==> config.mk <==
export PLATFORM = sky130hd
export DESIGN_NAME = spi_master_flat
export DESIGN_NICKNAME = d
export VERILOG_FILES = /design/src/rtl/spi_master_pkg.sv /design/src/rtl/spi_master_if.sv /design/src/rtl/spi_master_sclk_gen.sv /design/src/rtl/spi_master.sv /design/src/flat_wrapper.sv
export SDC_FILE = /design/constraint.sdc
export NUM_CORES = 1
export LEC_CHECK = 0
export CORE_ASPECT_RATIO = 1.4
export CORE_UTILIZATION = 54
export CTS_BUF_LIST = sky130_fd_sc_hd__clkbuf_4 sky130_fd_sc_hd__clkbuf_8
export CTS_CLUSTER_DIAMETER = 50
export CTS_CLUSTER_SIZE = 12
export DETAILED_ROUTE_END_ITERATION = 16
export PLACE_DENSITY = 0.8
export SLEW_MARGIN = 0
export SYNTH_ARGS = -nofsm -noshare
export SYNTH_HDL_FRONTEND = slang
export SYNTH_SLANG_ARGS = --single-unit
==> constraint.sdc <==
create_clock -name clk -period 1.95 [get_ports clk]
set_input_delay 0.195 -clock clk [delete_from_list [all_inputs] [get_ports clk]]
set_output_delay 0.195 -clock clk [all_outputs]
set_load 0.02 [all_outputs]
==> src/rtl/spi_master_pkg.sv <==
// Shared types and constants for the SPI master: frame geometry, FSM states
// and the frame-building helper used when a transaction is accepted.
package spi_master_pkg;

  localparam int ADDR_W      = 7;
  localparam int DATA_W      = 8;
  localparam int FRAME_BITS  = 16;
  localparam int CLK_DIV_DEF = 4;
  localparam int BIT_CNT_W   = $clog2(FRAME_BITS);

  typedef enum logic [2:0] {
    ST_IDLE,
    ST_SETUP,
    ST_SHIFT,
    ST_HOLD,
    ST_GAP
  } state_t;

  // Reads put zeros in the data phase; the peripheral drives miso instead.
  function automatic logic [FRAME_BITS-1:0] build_frame(
    input logic [ADDR_W-1:0] addr,
    input logic              rw,
    input logic [DATA_W-1:0] wdata
  );
    return {addr, rw, (rw ? {DATA_W{1'b0}} : wdata)};
  endfunction

endpackage

==> src/rtl/spi_master_if.sv <==
// Host-side request/response signals and the SPI pins of the master, grouped
// so the master and its surroundings connect through one port.
interface spi_master_if;
  import spi_master_pkg::*;

  logic              start;
  logic              rw;
  logic [ADDR_W-1:0] addr;
  logic [DATA_W-1:0] wdata;
  logic              busy;
  logic              done;
  logic [DATA_W-1:0] rdata;
  logic              sclk;
  logic              cs;
  logic              mosi;
  logic              miso;

  modport master (
    input  start, rw, addr, wdata, miso,
    output busy, done, rdata, sclk, cs, mosi
  );

  modport slave (
    output start, rw, addr, wdata, miso,
    input  busy, done, rdata, sclk, cs, mosi
  );

endinterface

==> src/rtl/spi_master_sclk_gen.sv <==
// Half-period counter and SPI clock generator. tick marks the last cycle of
// every half-period; rise/fall flag the edges on which sclk will toggle.
module sclk_gen #(
  parameter int CLK_DIV = 4
) (
  input  logic clk,
  input  logic rst_n,
  input  logic run,
  input  logic shift_en,
  output logic sclk,
  output logic tick,
  output logic rise,
  output logic fall
);

  localparam int CNT_W = (CLK_DIV > 1) ? $clog2(CLK_DIV) : 1;
  localparam logic [CNT_W-1:0] CNT_LAST = CNT_W'(CLK_DIV - 1);

  logic [CNT_W-1:0] cnt;

  assign tick = run && (cnt == CNT_LAST);
  assign rise = tick && shift_en && !sclk;
  assign fall = tick && shift_en && sclk;

  always_ff @(posedge clk or negedge rst_n) begin
    if (!rst_n) begin
      cnt  <= '0;
      sclk <= 1'b0;
    end else if (!run) begin
      cnt  <= '0;
      sclk <= 1'b0;
    end else begin
      cnt <= tick ? '0 : cnt + 1'b1;
      if (tick && shift_en) sclk <= ~sclk;
    end
  end

endmodule

==> src/rtl/spi_master.sv <==
// Mode-0 SPI master issuing 16-bit address/rw/data frames; the FSM sequences
// setup, shifting, hold and inter-frame gap on half-period ticks from sclk_gen.
module spi_master
  import spi_master_pkg::*;
#(
  parameter int CLK_DIV = CLK_DIV_DEF
) (
  input  logic         clk,
  input  logic         rst_n,
  spi_master_if.master bus
);

  state_t                state_q, state_d;
  logic                  done_q, done_d;
  logic                  sclk, tick, rise, fall;
  logic [FRAME_BITS-1:0] tx_sr;
  logic [DATA_W-1:0]     rx_sr;
  logic [DATA_W-1:0]     rdata_q;
  logic [BIT_CNT_W-1:0]  bit_cnt;
  logic                  rw_q;
  logic                  accept;
  logic                  last_bit;

  sclk_gen #(.CLK_DIV(CLK_DIV)) u_sclk_gen (
    .clk      (clk),
    .rst_n    (rst_n),
    .run      (state_q != ST_IDLE),
    .shift_en (state_q == ST_SHIFT),
    .sclk     (sclk),
    .tick     (tick),
    .rise     (rise),
    .fall     (fall)
  );

  assign accept   = (state_q == ST_IDLE) && bus.start;
  assign last_bit = (bit_cnt == BIT_CNT_W'(FRAME_BITS - 1));

  always_ff @(posedge clk or negedge rst_n) begin
    if (!rst_n) begin
      state_q <= ST_IDLE;
      done_q  <= 1'b0;
    end else begin
      state_q <= state_d;
      done_q  <= done_d;
    end
  end

  always_comb begin
    state_d = state_q;
    done_d  = 1'b0;
    unique case (state_q)
      ST_IDLE:  if (bus.start) state_d = ST_SETUP;
      ST_SETUP: if (tick) state_d = ST_SHIFT;
      ST_SHIFT: if (fall && last_bit) state_d = ST_HOLD;
      ST_HOLD: begin
        if (tick) begin
          state_d = ST_GAP;
          done_d  = 1'b1;
        end
      end
      ST_GAP:   if (tick) state_d = ST_IDLE;
      default:  state_d = ST_IDLE;
    endcase
  end

  // Frame is latched on acceptance; later input changes cannot disturb it.
  // The shifter drains to zero, which keeps mosi low outside the frame.
  always_ff @(posedge clk or negedge rst_n) begin
    if (!rst_n) begin
      tx_sr   <= '0;
      rx_sr   <= '0;
      rdata_q <= '0;
      bit_cnt <= '0;
      rw_q    <= 1'b0;
    end else begin
      if (accept) begin
        tx_sr   <= build_frame(bus.addr, bus.rw, bus.wdata);
        rw_q    <= bus.rw;
        bit_cnt <= '0;
      end else if (fall) begin
        tx_sr   <= {tx_sr[FRAME_BITS-2:0], 1'b0};
        bit_cnt <= bit_cnt + 1'b1;
      end
      // Only the data half of the frame (rising edges 9..16) is captured.
      if (rise && bit_cnt[BIT_CNT_W-1]) rx_sr <= {rx_sr[DATA_W-2:0], bus.miso};
      if ((state_q == ST_HOLD) && tick && rw_q) rdata_q <= rx_sr;
    end
  end

  assign bus.busy  = (state_q != ST_IDLE);
  assign bus.cs    = (state_q == ST_IDLE) || (state_q == ST_GAP);
  assign bus.done  = done_q;
  assign bus.rdata = rdata_q;
  assign bus.sclk  = sclk;
  assign bus.mosi  = tx_sr[FRAME_BITS-1];

endmodule

==> src/flat_wrapper.sv <==
// flat-port wrapper written by rule: the top's interface ports become plain ports
module spi_master_flat import spi_master_pkg::*;
#(
  parameter int CLK_DIV = CLK_DIV_DEF
)
  (clk, rst_n, bus_start, bus_rw, bus_addr, bus_wdata, bus_miso, bus_busy, bus_done, bus_rdata, bus_sclk, bus_cs, bus_mosi);
  spi_master_if bus_i ();
  input  logic clk;
  input  logic rst_n;
  input wire logic [$bits(bus_i.start)-1:0] bus_start;
  input wire logic [$bits(bus_i.rw)-1:0] bus_rw;
  input wire logic [$bits(bus_i.addr)-1:0] bus_addr;
  input wire logic [$bits(bus_i.wdata)-1:0] bus_wdata;
  input wire logic [$bits(bus_i.miso)-1:0] bus_miso;
  output wire logic [$bits(bus_i.busy)-1:0] bus_busy;
  output wire logic [$bits(bus_i.done)-1:0] bus_done;
  output wire logic [$bits(bus_i.rdata)-1:0] bus_rdata;
  output wire logic [$bits(bus_i.sclk)-1:0] bus_sclk;
  output wire logic [$bits(bus_i.cs)-1:0] bus_cs;
  output wire logic [$bits(bus_i.mosi)-1:0] bus_mosi;
  assign bus_i.start = bus_start;
  assign bus_i.rw = bus_rw;
  assign bus_i.addr = bus_addr;
  assign bus_i.wdata = bus_wdata;
  assign bus_i.miso = bus_miso;
  assign bus_busy = bus_i.busy;
  assign bus_done = bus_i.done;
  assign bus_rdata = bus_i.rdata;
  assign bus_sclk = bus_i.sclk;
  assign bus_cs = bus_i.cs;
  assign bus_mosi = bus_i.mosi;
  spi_master #(.CLK_DIV(CLK_DIV)) u_core (.clk(clk), .rst_n(rst_n), .bus(bus_i));
endmodule
==> reports/results.ini, run 1 <==
[routing]
drc = 0
first_iter_violations = 35
wl_per_cell_um = 17.1
first_pass_iters = 4
drt.antenna.violating_nets = 0
routed_wl_um = 3820
via_per_inst = 5.90
num_vias = 1322

[floorplanning]
rows = 25
die_h_um = 72.6
dieArea_mm2 = 0.00380
die_x_um = 52.4
start_util = 0.569
ioPinCount = 33
core_mm2 = 0.00338

[finish]
area_growth_pct = 23.3
antenna_cells = 0
finish.instance_area_mm2 = 0.00237
layout.cells.non_filler = 224
final_common_cell = dfrtp_1
drive_above_1_share = 0.103
utilization = 0.701
nNetsFinal = 206
mostFrequentLayoutCells = dfrtp_1, clkdlybuf4s50_1, mux2_1, a221o_1, and3_1

[pwr]
ir_drop_uv = 572
leakagePower_nw = 1.15
power_mw = 1.58
seqPwrFrac = 0.603
power_frac_clock = 0.341
power_switching_mw = 0.333
p_int_mw = 1.25
swShare = 0.210
power.density_mw_per_mm2 = 669
p_comb_frac = 0.056

[critical_path]
start_kind = register
cp.required_ns = 2.17
reg2reg_depth = 3
cp.arrival_ns = 2.04
worstPathMaxFanout = 16
worstSetupPathType = reg2reg
critPathCaptureType = register

[synth]
synth_top_family_by_area = simple AND/OR/NAND/NOR gates
synth_warnings = 0
syn_area_mm2 = 0.00192
synth_area_leaders = dfrtp_1, mux2_1, a221o_1, and3_1, ha_1
synth_top_cell_by_area = dfrtp_1
yosysSeqAreaShare = 0.573
synth-seq-cells = 44
yosys.cell_types.count = 39
synth_fa_ha_area_frac = 0.0130
syn_avg_cell_area_um2 = 13.1
synth_cells = 147
synth_compound_area_frac = 0.118
synth_xor_area_frac = 0.00456
yosys.area.top_type_share = 0.573
synthMuxAreaShare = 0.104
syn_nets = 169
synth_simple_gate_area_frac = 0.156

[sta]
slew_violations = 0
max_freq_ghz = 0.551
hold_viol_final = 0
rsz0062_at_grt = false
slew-limit-headroom = 0.524
fin_crit_sh = 0.930
tightest_slew_ns = 0.714
fin_skew_ns = 0.00541
setup_viol_count_final = 0
period_needed_ns = 1.81
finalSetupTns_ns = 0

[place]
dp.cells = 216
hpwl_um = 2630
place_congestion = 0.793
place_area_mm2 = 0.00227
port_buffers = 32

[clock_tree]
htreeDepth = 2
cts_sinks = 44
cts-root-buf = clkbuf_8
cts_buffers = 5
ctsLongestPathBuffers = 2
clk_latency_ns = 0.29
clk_pin_slew_worst_paths_ns = 0.07
post-cts-setup-buffers = 0
cts_tree = done

[status]
outcome = finished, final reports clean

[grt]
grt.met2_usage = 0.381
track_usage = 0.225
grt-busiest-layer = met2
gr-total-overflow = 0
met1_usage = 0.279
met3_usage = 0.0545
grt_pass1_wl_um = 6290
antenna_found_initial = 0
grt_pass1_vias = 1351
grt_max_degree = 45

[job]
max_cap_viol_count = 0

[hold_path]
hp-class = reg2reg
holdPathStages = 1

[repair_timing]
| action | 4_1_cts | 5_1_grt |
|---|---|---|
| endpoints found under the hold margin | 44 | 0 |
| hold buffers | 1 | 0 |
| endpoints found under the setup margin | 0 | 2 |
| resized for setup | 0 | 2 |
[cell usage after synthesis]
cell / count
and3b_1: 1
and3_1: 14
dfrtp_1: 44
buf_2: 3
ha_1: 2
a21oi_1: 3
nor3b_1: 1
a21oi_2: 1
nor2_4: 1
buf_4: 1
a21o_1: 1
nand2b_1: 1
nor4b_2: 1
a31o_1: 1
and2_1: 3
o31ai_1: 1
or4_1: 1
nand3b_1: 2
nand3_1: 2
o21ai_1: 3
buf_6: 2
nor3b_2: 1
nor2_1: 4
nand2_1: 5
a221oi_1: 1
nor4b_1: 1
o21ai_0: 1
mux2_1: 16
or3_1: 2
xnor2_1: 1
mux2i_1: 2
and2b_1: 1
nand4_1: 1
clkbuf_1: 1
inv_1: 2
nand3_2: 2
buf_1: 1
or4b_1: 1
a221o_1: 15
[layout make-up]
type                            instances  area [um2]
Clock buffer                            6        76.3
Clock inverter                          1        5.00
Fill cell                             244        1010
Inverter                                2        7.51
Multi-Input combinational cell         93         759
Sequential cell                        44        1100
Tap cell                               40        50.0
Timing Repair Buffer                   38         368
[power by group through the flow]
stage / Clock (mW) / Combinational [mW] / Sequential (mW)
6_report: 0.539 / 0.0887 / 0.955
5_1_grt: 0.586 / 0.0982 / 0.959
4_1_cts: 0.555 / 0.0915 / 0.955
3_5_place_dp: 0 / 0.0886 / 0.973
3_3_place_gp: 0 / 0.0852 / 0.971
2_1_floorplan: 0 / 0.0230 / 0.969
[logic make-up after synthesis]
group / count (synthesis)
buffers and inverters: 10
AND/OR/NAND/NOR: 45
flip-flops: 44
multiplexers: 18
XOR/XNOR: 1
adder cells (fa/ha/maj): 2
AO/OA/AOI/OAI: 27
[worst max-delay path: stages (launching register included)]
cell	delay [ns]
dfrtp_1	0.47
and2b_1	0.37
a21oi_2	0.63
a221o_1	0.28
[stage by stage]
| step | worst slack [ns] | hold WS, ns |
|---|---|---|
| after CTS | 0.0236 | 0.450 |
| after floorplan | 0.351 | -0.101 |
| after detailed placement | 0.141 | 0.298 |
| after global routing | 0.00303 | 0.464 |
| final | 0.136 | 0.443 |
| after global placement | 0.244 | 0.283 |
[worst paths after layout]
| path | startpoint | endpoint | slack (ns) |
|---|---|---|---|
| min in group asynchronous | rst_n | u_core.tx_sr[13] | 0.49 |
| max | u_core.u_sclk_gen.sclk | u_core.tx_sr[4] | 0.14 |
| min reg2reg | u_core.u_sclk_gen.cnt[0] | u_core.u_sclk_gen.cnt[0] | 0.44 |
| max in group asynchronous | rst_n | u_core.bus.rdata[5] | 1.08 |
| min | u_core.u_sclk_gen.cnt[0] | u_core.u_sclk_gen.cnt[0] | 0.44 |
| max reg2reg | u_core.u_sclk_gen.sclk | u_core.tx_sr[4] | 0.14 |
[layer usage]
layer  routed length (um)  vias to the layer above
met5                    0                        -
met2                 1990                       26
met4                   50                        0
met1                 1650                      668
met3                  126                        5
li1                     -                      623
[sequential cells by signal, summed over array words and instances, names as in the netlist]
signal / flops
u_core.rx_sr: 8
u_core.u_sclk_gen.cnt: 2
u_core.bus.done: 1
u_core.rw_q: 1
u_core.u_sclk_gen.sclk: 1
u_core.tx_sr: 16
u_core.bus.rdata: 8
u_core.bit_cnt: 4
u_core.state_q: 3
Power figures use the tool's default switching activity.
==> run 2, diff against run 1 <==
Settings changed: CELL_PAD_IN_SITES_DETAIL_PLACEMENT set to 0, CELL_PAD_IN_SITES_GLOBAL_PLACEMENT set to 1, CORE_UTILIZATION 54 to 44, PLACE_DENSITY 0.8 to 0.81.
Clock period 1.95 ns to 1.9 ns, I/O delays scaled along.
==> reports/results.ini, run 2 (synthesis gave the netlist of run 1 again) <==
[status]
outcome = finished, violations left
violations = design-rule violations

[critical_path]
worstSetupPathType = reg2reg
worstPathMaxFanout = 15
critPathCaptureType = register
start_kind = register
cp.arrival_ns = 1.99
cp.required_ns = 2.13

[clock_tree]
cts_buffers = 5
clk_pin_slew_worst_paths_ns = 0.08
clk_latency_ns = 0.29
ctsLongestPathBuffers = 2
cts-root-buf = clkbuf_8
htreeDepth = 2
cts_sinks = 44
cts_tree = done

[sta]
tightest_slew_ns = 0.701
finalSetupTns_ns = 0
rsz0062_at_grt = false
setup_viol_count_final = 0
slew-limit-headroom = 0.533
period_needed_ns = 1.76
slew_violations = 0
max_freq_ghz = 0.567
fin_crit_sh = 0.928
fin_skew_ns = 0.00360
hold_viol_final = 0

[finish]
area_growth_pct = 24.2
num-fill-cells = 371
nNetsFinal = 207
utilization = 0.568
drive_above_1_share = 0.108
top_register = u_core.tx_sr
antenna_cells = 0
largest_register_ffs = 16
final_common_cell = dfrtp_1
mostFrequentLayoutCells = dfrtp_1, clkdlybuf4s50_1, mux2_1, a221o_1, and3_1

[floorplanning]
rows = 28
die_h_um = 80.2
ioPinCount = 33
core_mm2 = 0.00420
start_util = 0.457
dieArea_mm2 = 0.00464
die_x_um = 57.8

[grt]
grt_max_degree = 24
grt_pass1_wl_um = 6930
grt_pass1_vias = 1473
gr-total-overflow = 0
track_usage = 0.197
antenna_found_initial = 0

[pwr]
power_mw = 1.64
power.density_mw_per_mm2 = 687
leakagePower_nw = 1.15
ir_drop_uv = 360

[routing]
drc = 6
via_per_inst = 5.84
wl_per_cell_um = 17.7
first_pass_iters = 10
drt.antenna.violating_nets = 0
routed_wl_um = 4080
first_iter_violations = 44
num_vias = 1343

[hold_path]
hp-class = in2async

[place]
place_congestion = 0.747
hpwl_um = 2900
port_buffers = 32

[job]
max_cap_viol_count = 0

-- run 2: report_power, final --
group | total [mW] | switching [mW] | internal, mW
clock | 0.564 | 0.299 | 0.265
combinational | 0.0953 | 0.0361 | 0.0593
sequential | 0.981 | 0.0179 | 0.963
total | 1.64 | 0.353 | 1.29
-- run 2: path summary, 6_finish.rpt --
| kind | startpoint | endpoint | slack [ns] | depth (start not counted) |
|---|---|---|---|---|
| setup / recovery | u_core.u_sclk_gen.cnt[0] | u_core.tx_sr[4] | 0.14 | 4 |
| hold / removal | rst_n | u_core.bus.rdata[6] | 0.41 | 2 |
| setup reg to reg | u_core.u_sclk_gen.cnt[0] | u_core.tx_sr[4] | 0.14 | 4 |
| hold reg to reg | u_core.u_sclk_gen.cnt[0] | u_core.u_sclk_gen.cnt[0] | 0.44 | 1 |
| max in group asynchronous | rst_n | u_core.rx_sr[6] | 0.98 | 3 |
| min in group clk | u_core.u_sclk_gen.cnt[0] | u_core.u_sclk_gen.cnt[0] | 0.44 | 1 |
-- run 2: worst max-delay path, stage by stage (launching register included) --
cell and delay [ns]:
dfrtp_1 0.39, ha_1 0.20, and3b_1 0.23, a21oi_2 0.60, a221o_1 0.28
-- run 2: through the flow --
| stage | hold slack [ns] | setup WS, ns | cell area [um2] | std cells |
|---|---|---|---|---|
| after CTS | 0.425 | 0.133 | 2390 | 230 |
| after global placement | 0.188 | 0.185 | 2300 | 222 |
| after floorplan | -0.106 | 0.301 | 1920 | 147 |
| after detailed placement | 0.200 | 0.110 | 2300 | 222 |
| final | 0.415 | 0.138 | 2390 | 230 |
| after global routing | 0.454 | 0.00493 | 2390 | 230 |
-- run 2: area by class of cell --
| type | instances | area, um2 | share of cell area |
|---|---|---|---|
| Sequential cell | 44 | 1100 | 0.461 |
| Multi-Input combinational cell | 93 | 759 | 0.318 |
| Timing Repair Buffer | 39 | 380 | 0.159 |
| Clock buffer | 6 | 76.3 | 0.0320 |
| Tap cell | 45 | 56.3 | 0.0236 |
| Inverter | 2 | 7.51 | 0.00315 |
| Clock inverter | 1 | 5.00 | 0.00210 |
-- run 2: timing repair --
action,CTS,global route
buffers inserted,0,0
endpoints found under the hold margin,22,0
hold buffers,1,0
setup endpoints to repair,2,0
gates resized for setup,2,0
-- run 2: layer usage --
layer  track usage  part of all wire
met5             0                 0
met4        0.0714             0.015
met3        0.0386             0.039
met2         0.349              0.53
met1         0.232              0.42
==> run 3, diff against run 2 <==
Settings changed: SETUP_SLACK_MARGIN set to 0.3.
==> reports/results.ini, run 3 (synthesis gave the netlist of run 1 again) <==
[routing]
wl_per_cell_um = 17.8
first_iter_violations = 51
first_pass_iters = 10
num_vias = 1372
drc = 6
drt.antenna.violating_nets = 0
routed_wl_um = 4220
via_per_inst = 5.79

[clock_tree]
cts_sinks = 44
cts-root-buf = clkbuf_8
cts_buffers = 5
ctsLongestPathBuffers = 2
clk_latency_ns = 0.29
htreeDepth = 2
cts_tree = done
clk_pin_slew_worst_paths_ns = 0.08

[sta]
fin_skew_ns = 0.00262
hold_viol_final = 0
setup_viol_count_final = 0
period_needed_ns = 1.60
fin_crit_sh = 0.843
fin_ws_ns = 0.298
slew_violations = 0
slew-limit-headroom = 0.629
finalSetupTns_ns = 0
tightest_slew_ns = 0.557
fin_hold_ws_ns = 0.414
rsz0062_at_grt = true
max_freq_ghz = 0.624

[floorplanning]
die_x_um = 57.8
die_h_um = 80.2
rows = 28
ioPinCount = 33
dieArea_mm2 = 0.00464
start_util = 0.457
core_mm2 = 0.00420

[grt]
antenna_found_initial = 0
track_usage = 0.197
gr-total-overflow = 0
grt_max_degree = 24
grt_pass1_wl_um = 6930
grt_pass1_vias = 1465

[critical_path]
cp.required_ns = 2.07
critPathCaptureType = register
worstPathMaxFanout = 15
reg2reg_depth = 4
cpPeakStageDelay_ns = 0.46
start_kind = register
worstSetupPathType = reg2reg
r2r_start = u_core.state_q[1]
worstSetupStartpoint = u_core.state_q[1]
cp.arrival_ns = 1.77
path_cells = nor4b_2 > a21oi_4 > buf_12 > a221o_1
slowest_stage = dfrtp_1

[pwr]
ir_drop_uv = 385
power.density_mw_per_mm2 = 654
leakagePower_nw = 1.19

[place]
place_congestion = 0.747
port_buffers = 32
dp_slack_ns = 0.110
hpwl_um = 2900

[finish]
utilization = 0.596
drive_above_1_share = 0.182
top_register = u_core.tx_sr
mostFrequentLayoutCells = dfrtp_1, clkdlybuf4s50_1, mux2_1, a221o_1, and3_1
area_growth_pct = 30.4
largest_register_ffs = 16
antenna_cells = 0
final_common_cell = dfrtp_1
nNetsFinal = 214

[status]
violations = design-rule violations
outcome = finished, violations left

[hold_path]
hp-class = in2async

[job]
max_cap_viol_count = 0

-- run 3: cell types whose count changed in the layout (fill, tap and decap cells not counted), sizes merged --
cell | before | now
clkbuf | 6 | 8
dlygate4sd2 | 2 | 1
clkdlybuf4s50 | 29 | 28
buf | 7 | 14
-- run 3: metrics by stage --
| step | power (mW) | instance area [um2] | cells |
|---|---|---|---|
| final | 1.64 | 2500 | 237 |
| after global routing | 1.70 | 2500 | 237 |
| after global placement | 1.09 | 2300 | 222 |
| after CTS | 1.66 | 2410 | 230 |
| after floorplan | 1.02 | 1920 | 147 |
| after detailed placement | 1.09 | 2300 | 222 |
-- run 3: cell type report --
cell class                 count  area [um2]
tap                           45        56.3
clock buffer                   6        76.3
clock inverter                 1        5.00
inverter                       2        7.51
timing repair buffer          46         462
multi-input combinational     93         795
fill                         352        1700
sequential                    44        1100
-- run 3: final timing paths --
path,end,slack [ns]
setup / recovery,u_core.tx_sr[4],0.30
hold / removal,u_core.bus.rdata[6],0.41
setup reg to reg,u_core.tx_sr[4],0.30
hold reg to reg,u_core.u_sclk_gen.cnt[0],0.45
max in group asynchronous,u_core.state_q[0],0.96
min in group clk,u_core.u_sclk_gen.cnt[0],0.45
-- run 3: critical path, delay by kind of cell (launching register included) --
| kind | cells | cell delay (ns) |
|---|---|---|
| flip-flops | 1 | 0.46 |
| buffers and inverters | 1 | 0.16 |
| AO/OA/AOI/OAI | 2 | 0.42 |
| AND/OR/NAND/NOR | 1 | 0.44 |
-- run 3: layer usage --
layer  track usage  part of all wire  up-vias
li1              -                 -      641
met1         0.234              0.41      696
met2         0.346              0.53       28
met3        0.0386             0.040        7
met4        0.0714             0.015        0
met5             0                 0        -
-- run 3: repair_timing --
action                                 in CTS  in global routing
resized for setup                          11                  9
gates cloned                                0                  1
hold buffers                                1                  0
endpoints found under the hold margin      22                  0
setup endpoints to repair                  34                 27
pin swaps                                   0                  2
buffers inserted                            0                  6
-- run 3: where the power goes --
| part | leakage, nW | internal, mW | switching, mW |
|---|---|---|---|
| combinational | 0.581 | 0.0595 | 0.0369 |
| sequential | 0.561 | 0.963 | 0.0195 |
| clock | 0.0445 | 0.264 | 0.296 |
| total | 1.19 | 1.29 | 0.353 |
